## config.mk

```make
export PLATFORM = sky130hd
export DESIGN_NAME = serial2parallel
export DESIGN_NICKNAME = d
export VERILOG_FILES = /design/src/rtl/s2p_pkg.sv /design/src/rtl/sync_detector.sv /design/src/rtl/serial2parallel.sv
export SDC_FILE = /design/constraint.sdc
export NUM_CORES = 1
export LEC_CHECK = 0
export BUFFER_PORTS_ARGS = -buffer_cell sky130_fd_sc_hd__buf_2
export CORE_AREA = 4 4 41 43
export CTS_CLUSTER_DIAMETER = 30
export DETAILED_ROUTE_END_ITERATION = 12
export DIE_AREA = 0 0 45 47
export SLEW_MARGIN = 20
export SYNTH_ARGS = -nofsm -noshare
export SYNTH_HDL_FRONTEND = slang
export SYNTH_SLANG_ARGS = --single-unit
```

## constraint.sdc

```tcl
create_clock -name clk_sig -period 1.08 [get_ports clk_sig]
set_input_delay 0.162 -clock clk_sig [delete_from_list [all_inputs] [get_ports clk_sig]]
set_output_delay 0.162 -clock clk_sig [all_outputs]
set_load 0.005 [all_outputs]
```

## src/rtl/s2p_pkg.sv

```systemverilog
// Shared types and constants for the serial2parallel deserializer and its sync detector.
package s2p_pkg;

   typedef enum logic [1:0] {
      HUNT  = 2'd0,
      DATA  = 2'd1,
      CHECK = 2'd2
   } s2p_state_e;

   localparam logic [7:0] S2P_SYNC_WORD_DEF = 8'hE4;

endpackage

```

## src/rtl/sync_detector.sv

```systemverilog
// SYNC_LEN-bit history of the sampled serial stream; match_o pulses on a sampled bit
// that completes SYNC_WORD (MSB received first).
module sync_detector
   import s2p_pkg::*;
#(
   parameter int unsigned         SYNC_LEN  = 8,
   parameter logic [SYNC_LEN-1:0] SYNC_WORD = SYNC_LEN'(S2P_SYNC_WORD_DEF)
) (
   input  logic clk_i,
   input  logic rst_i,
   input  logic bit_en_i,
   input  logic bit_i,
   output logic match_o
);

   logic [SYNC_LEN-1:0] hist_q;
   logic [SYNC_LEN-1:0] hist_d;

   assign hist_d  = {hist_q[SYNC_LEN-2:0], bit_i};
   // Compare against the history including the bit being sampled, so the FSM can act on the same edge.
   assign match_o = bit_en_i && (hist_d == SYNC_WORD);

   always_ff @(posedge clk_i) begin
      if (rst_i) begin
         hist_q <= '0;
      end else if (bit_en_i) begin
         hist_q <= hist_d;
      end
   end

endmodule

```

## src/rtl/serial2parallel.sv

```systemverilog
// MSB-first serial-to-parallel deserializer. Define S2P_FRAME_SYNC_EN to build the
// HUNT/DATA/CHECK frame-sync FSM; otherwise words align to reset release.
module serial2parallel
   import s2p_pkg::*;
#(
   parameter int unsigned         WIDTH       = 2,
   parameter int unsigned         SYNC_LEN    = 8,
   parameter logic [SYNC_LEN-1:0] SYNC_WORD   = SYNC_LEN'(S2P_SYNC_WORD_DEF),
   parameter int unsigned         FRAME_WORDS = 16,
   parameter int unsigned         MISS_MAX    = 2
) (
   input  logic             clk_sig,
   input  logic             reset_sig,
   input  logic             bit_en,
   input  logic             serial_sig,
   output logic [WIDTH-1:0] parallel_sig,
   output logic             parallel_valid,
   output logic             locked,
   output s2p_state_e       dbg_state_o
);

   localparam int unsigned CW = (WIDTH > 1) ? $clog2(WIDTH) : 1;

   logic [CW-1:0]    cnt_q, cnt_d;
   logic [WIDTH-2:0] shift_q, shift_d;
   logic [WIDTH-1:0] par_q, par_d;
   logic             valid_q, valid_d;
   logic [WIDTH-1:0] word_w;
   logic             cnt_last;
   logic             data_bit;
   logic             cnt_clr;

   assign word_w   = {shift_q, serial_sig};
   assign cnt_last = (cnt_q == CW'(WIDTH - 1));

   always_comb begin
      shift_d = shift_q;
      cnt_d   = cnt_q;
      par_d   = par_q;
      valid_d = 1'b0;
      if (bit_en) begin
         shift_d = word_w[WIDTH-2:0];
      end
      if (cnt_clr) begin
         cnt_d = '0;
      end else if (data_bit) begin
         cnt_d = cnt_last ? '0 : cnt_q + CW'(1);
      end
      if (data_bit && cnt_last) begin
         par_d   = word_w;
         valid_d = 1'b1;
      end
   end

   always_ff @(posedge clk_sig) begin
      if (reset_sig) begin
         cnt_q   <= '0;
         shift_q <= '0;
         par_q   <= '0;
         valid_q <= 1'b0;
      end else begin
         cnt_q   <= cnt_d;
         shift_q <= shift_d;
         par_q   <= par_d;
         valid_q <= valid_d;
      end
   end

   assign parallel_sig   = par_q;
   assign parallel_valid = valid_q;

`ifdef S2P_FRAME_SYNC_EN
   localparam int unsigned WCW = (FRAME_WORDS > 1) ? $clog2(FRAME_WORDS) : 1;
   localparam int unsigned SCW = $clog2(SYNC_LEN);
   localparam int unsigned MCW = $clog2(MISS_MAX + 1);

   s2p_state_e     state_q, state_d;
   logic [WCW-1:0] wcnt_q, wcnt_d;
   logic [SCW-1:0] scnt_q, scnt_d;
   logic [MCW-1:0] miss_q, miss_d;
   logic           sync_match;

   sync_detector #(
      .SYNC_LEN  (SYNC_LEN),
      .SYNC_WORD (SYNC_WORD)
   ) u_sync (
      .clk_i    (clk_sig),
      .rst_i    (reset_sig),
      .bit_en_i (bit_en),
      .bit_i    (serial_sig),
      .match_o  (sync_match)
   );

   always_comb begin
      state_d  = state_q;
      wcnt_d   = wcnt_q;
      scnt_d   = scnt_q;
      miss_d   = miss_q;
      data_bit = 1'b0;
      cnt_clr  = 1'b0;
      case (state_q)
         HUNT: begin
            if (sync_match) begin
               state_d = DATA;
               wcnt_d  = '0;
               cnt_clr = 1'b1;
            end
         end
         DATA: begin
            // Sync patterns inside the payload are deliberately not looked at here.
            data_bit = bit_en;
            if (bit_en && cnt_last) begin
               if (wcnt_q == WCW'(FRAME_WORDS - 1)) begin
                  wcnt_d  = '0;
                  scnt_d  = '0;
                  state_d = CHECK;
               end else begin
                  wcnt_d = wcnt_q + WCW'(1);
               end
            end
         end
         CHECK: begin
            if (bit_en) begin
               if (scnt_q == SCW'(SYNC_LEN - 1)) begin
                  scnt_d  = '0;
                  wcnt_d  = '0;
                  cnt_clr = 1'b1;
                  if (sync_match) begin
                     miss_d  = '0;
                     state_d = DATA;
                  end else if (32'(miss_q) + 32'd1 < MISS_MAX) begin
                     miss_d  = miss_q + MCW'(1);
                     state_d = DATA;
                  end else begin
                     miss_d  = '0;
                     state_d = HUNT;
                  end
               end else begin
                  scnt_d = scnt_q + SCW'(1);
               end
            end
         end
         default: state_d = HUNT;
      endcase
   end

   always_ff @(posedge clk_sig) begin
      if (reset_sig) begin
         state_q <= HUNT;
         wcnt_q  <= '0;
         scnt_q  <= '0;
         miss_q  <= '0;
      end else begin
         state_q <= state_d;
         wcnt_q  <= wcnt_d;
         scnt_q  <= scnt_d;
         miss_q  <= miss_d;
      end
   end

   assign locked      = (state_q != HUNT);
   assign dbg_state_o = state_q;
`else
   logic locked_q;
   logic unused_cfg;

   // Free-running alignment: every WIDTH sampled bits after reset release form a word.
   assign data_bit = bit_en;
   assign cnt_clr  = 1'b0;

   always_ff @(posedge clk_sig) begin
      if (reset_sig) begin
         locked_q <= 1'b0;
      end else begin
         locked_q <= 1'b1;
      end
   end

   assign locked      = locked_q;
   assign dbg_state_o = locked_q ? DATA : HUNT;
   assign unused_cfg  = ^{SYNC_WORD, SYNC_LEN[0], FRAME_WORDS[0], MISS_MAX[0]};
`endif

endmodule

```

-- Yosys cells after proc, flatten, opt, wreduce, memory -nomap -nowiden
Index checks and enable logic that the tools add are counted.
- register bits after elaboration: 6
- input bits: 4
- output and inout port bits: 6
- add/sub/neg operators: 1
- multiplexer cells: 4
- reductions and logical operators: 1
- operator list (operator ; number):
    1-bit two-way mux ; 4
    1-bit adder, second input constant ; 1
    1-bit logical AND ; 1

-- Logic depth before layout (Yosys ltp)
- depth in word-level cells: 2
- mapped depth: 2
- mapped depth without buffers: 2

-- Least setup slack after synthesis
Ideal clock, no wire load.
- path type: register to register
- from: reg cnt_q (netlist: cnt_last)
- to: reg par_q[0] (netlist: parallel_sig[0])
- setup time: 0.116 ns
- arrival: 0.665 ns
- path slack: 0.299 ns
- cell stages (with the launch flop): 3
- path buffers: 0
- clock period less this slack: 0.781 ns
- cell sequence: dfxtp_1 > and4b_1 > a31o_1
- longest elaborated chain between the ends: 1
- RTL lines (what ; RTL line ; source):
    from (decl) ; serial2parallel.sv:24 ; logic [CW-1:0] cnt_q, cnt_d;
    from (signal assigned) ; serial2parallel.sv:62 ; cnt_q <= cnt_d;
    1-bit logical AND ; serial2parallel.sv:49 ; if (data_bit && cnt_last) begin
    to (signal assigned) ; serial2parallel.sv:64 ; par_q <= par_d;
    to (decl) ; serial2parallel.sv:26 ; logic [WIDTH-1:0] par_q, par_d;
No other way between the ends.
A chain may end at the register's enable or synchronous reset.

-- Worst setup path after layout
- from: reg par_q[0] (netlist: parallel_sig[0])
- to: out parallel_sig[0]
- RTL lines (what ; RTL line ; source):
    to (decl) ; serial2parallel.sv:16 ; output logic [WIDTH-1:0] parallel_sig,
No word-level cell between the ends.

==> summary.txt <==
status = complete, no violations
placed cells = 41
share of layout cells above drive strength 1 = 0.3793
CORE AREA = 1301 sq um
Die W = 45 um
Pre-Repair DR Iteration Count = 2
final hold violations = 0
Placer Congestion = 0.7538
CTS Hold Bufs = 0
Cell Chain, Critical Path = buf_2
Post-CTS Setup Bufs = 0
CP endpoint kind = output port
post-synthesis adder-cell area fraction = 0
initial antenna violation count = 0
area grow syn2layout = 30.99%
Buf/Inv on CP = 1
root buf cell = clkbuf_4
largest family of logic cells by synthesized area = simple AND/OR/NAND/NOR gates
Non-Filler Instances = 44
FILL cells = 152
largest net degree at the start of global routing = 7
drt initial violations = 5
Post-Synth XOR/XNOR Area = 0.04094
number of max-cap violations = 0
vias = 157
Leakage Power = 0.1405 nW
Max Slew Vio Count = 0
global route overflow = 0
Worst-Skew Late Latency = 0.24 ns
Avg Cell Area, Syn = 10.70 sq um
commonest non-fill, non-tap cell in the layout = buf_2
PostCTS Resize Cnt = 0
vias in the first global route = 156
Initial Utilization = 0.1644
CP max stage delay = 0.32 ns
clock sink count = 6
total die area = 2115 sq um
startpoint types = flip-flop
setup_tns = 0 ns
CP max FO = 2
Post-Syn Area = 214.0 sq um
antenna viol nets, final = 0
# nets final = 35
crit path DAT = 0.67 ns
cell accounting for the most synthesized area = dfxtp_1
sequential area share after synthesis = 0.5614
Cells after Synth = 20
synth top area cells = dfxtp_1, and4b_1, a31o_1
WP data required = 0.92 ns
Max Clock Skew = 0.001899 ns
clk buf depth = 2
Via density = 3.568
fin util = 0.2154
fmax = 1197 MHz
RSZ-0062 raised after global routing = no
drt wl/cell = 8.477 um
DRC viols = 0
worst IR drop on VDD = 532.5 uV
simple-gate portion of the synthesized area = 0.1637
Hold Crit Class = input pin to flip-flop
Seq cells post-synth = 6
library cells used by synthesis = 10
commonest non-fill, non-tap cells in the layout = buf_2, dfxtp_1, nor2_1, clkbuf_4
CP max-delay cell = dfxtp_1
first-pass GRT wire length = 634 um
Clock Pin Slew Worst Setup and Hold Paths = 0.04 ns
mux contribution to synthesized area = 0.04678
WL final = 373 um
Synth top area share = 0.5614
compound-gate portion of the synthesized area = 0.08187
number of diodes = 0
PwrDens = 1698 nW/um^2
IO Pins = 10
Warnings, synthesis = 0
port bufs = 8
setup violators final = 0
Crit Path Class = flip-flop to output port
Site Rows = 13
Crit path max-delay family = flip-flops
die height = 47 um
Final period util = 0.7734
total nets after synthesis = 24
Total Power = 0.0004758 W
TritonCTS clock tree = done
H-tree Lvls = 1
min Tclk post-route = 0.8352 ns
all-layer global routing usage = 0.04909
Num CTS Buffers = 3
-- per-stage QoR --
stage                     setup slack (ns)  cell area (sq um)  hold WS, ns
after global placement              0.2761              257.7       0.3964
after CTS                           0.2250              280.3       0.1414
after global routing                0.1947              280.3       0.1607
after detailed placement            0.2502              257.7       0.3959
final                               0.2448              280.3       0.1499
after floorplan                     0.2993              214.0       0.2344
-- flip-flops by register name (all words and copies together) (netlist names) --
register        flops
cnt_last            1
locked              1
parallel_sig        2
parallel_valid      1
shift_q             1
-- logic make-up (layout without fill, tap and decap cells) --
| logic type | count (synthesis) | count (layout) |
|---|---|---|
| xor+xnor | 1 | 1 |
| mux | 1 | 1 |
| buf+inv | 3 | 12 |
| simple gates | 6 | 6 |
| flops | 6 | 6 |
| compound gates | 2 | 2 |
| other cells | 1 | 1 |
-- Yosys cell counts --
master,number
nor2_1,3
buf_4,2
xnor2_1,1
inv_1,1
a31o_1,2
dfxtp_1,6
conb_1,1
nand2_1,1
mux2i_1,1
and4b_1,2
-- layout make-up --
type,count,area (sq um),share of cell area
inverter,1,3.754,0.01339
multi-input combinational,11,75.07,0.2679
sequential,6,120.1,0.4286
timing repair buffer,8,40.04,0.1429
clock buffer,3,22.52,0.08036
tap,15,18.77,0.06696
-- power breakdown --
| group | switching (W) | leakage (nW) | internal [W] | total (W) |
|---|---|---|---|---|
| registers | 0.00000689 | 0.0494 | 0.000235 | 0.000241 |
| clock network | 0.0000722 | 0.0138 | 0.000125 | 0.000197 |
| logic | 0.0000178 | 0.0773 | 0.0000192 | 0.0000370 |
| total | 0.0000969 | 0.141 | 0.000379 | 0.000476 |
-- metal layers --
metal | GRT usage | vias to the layer above | part of all wire
met4 | 0.03509 | 0 | 0
met5 | 0 | - | 0
met2 | 0.05650 | 5 | 0.45
met3 | 0.05747 | 0 | 0.10
li1 | - | 85 | -
met1 | 0.04805 | 67 | 0.45
-- final timing paths --
check | start | endpoint | slack (ns) | cells past startpoint
max | parallel_sig[0] | parallel_sig[0] | 0.24 | 1
min | reset_sig | cnt_last | 0.15 | 2
max reg2reg | cnt_last | parallel_sig[1] | 0.25 | 2
min reg2reg | parallel_sig[1] | parallel_sig[1] | 0.47 | 1
Power figures use the tool's default switching activity.
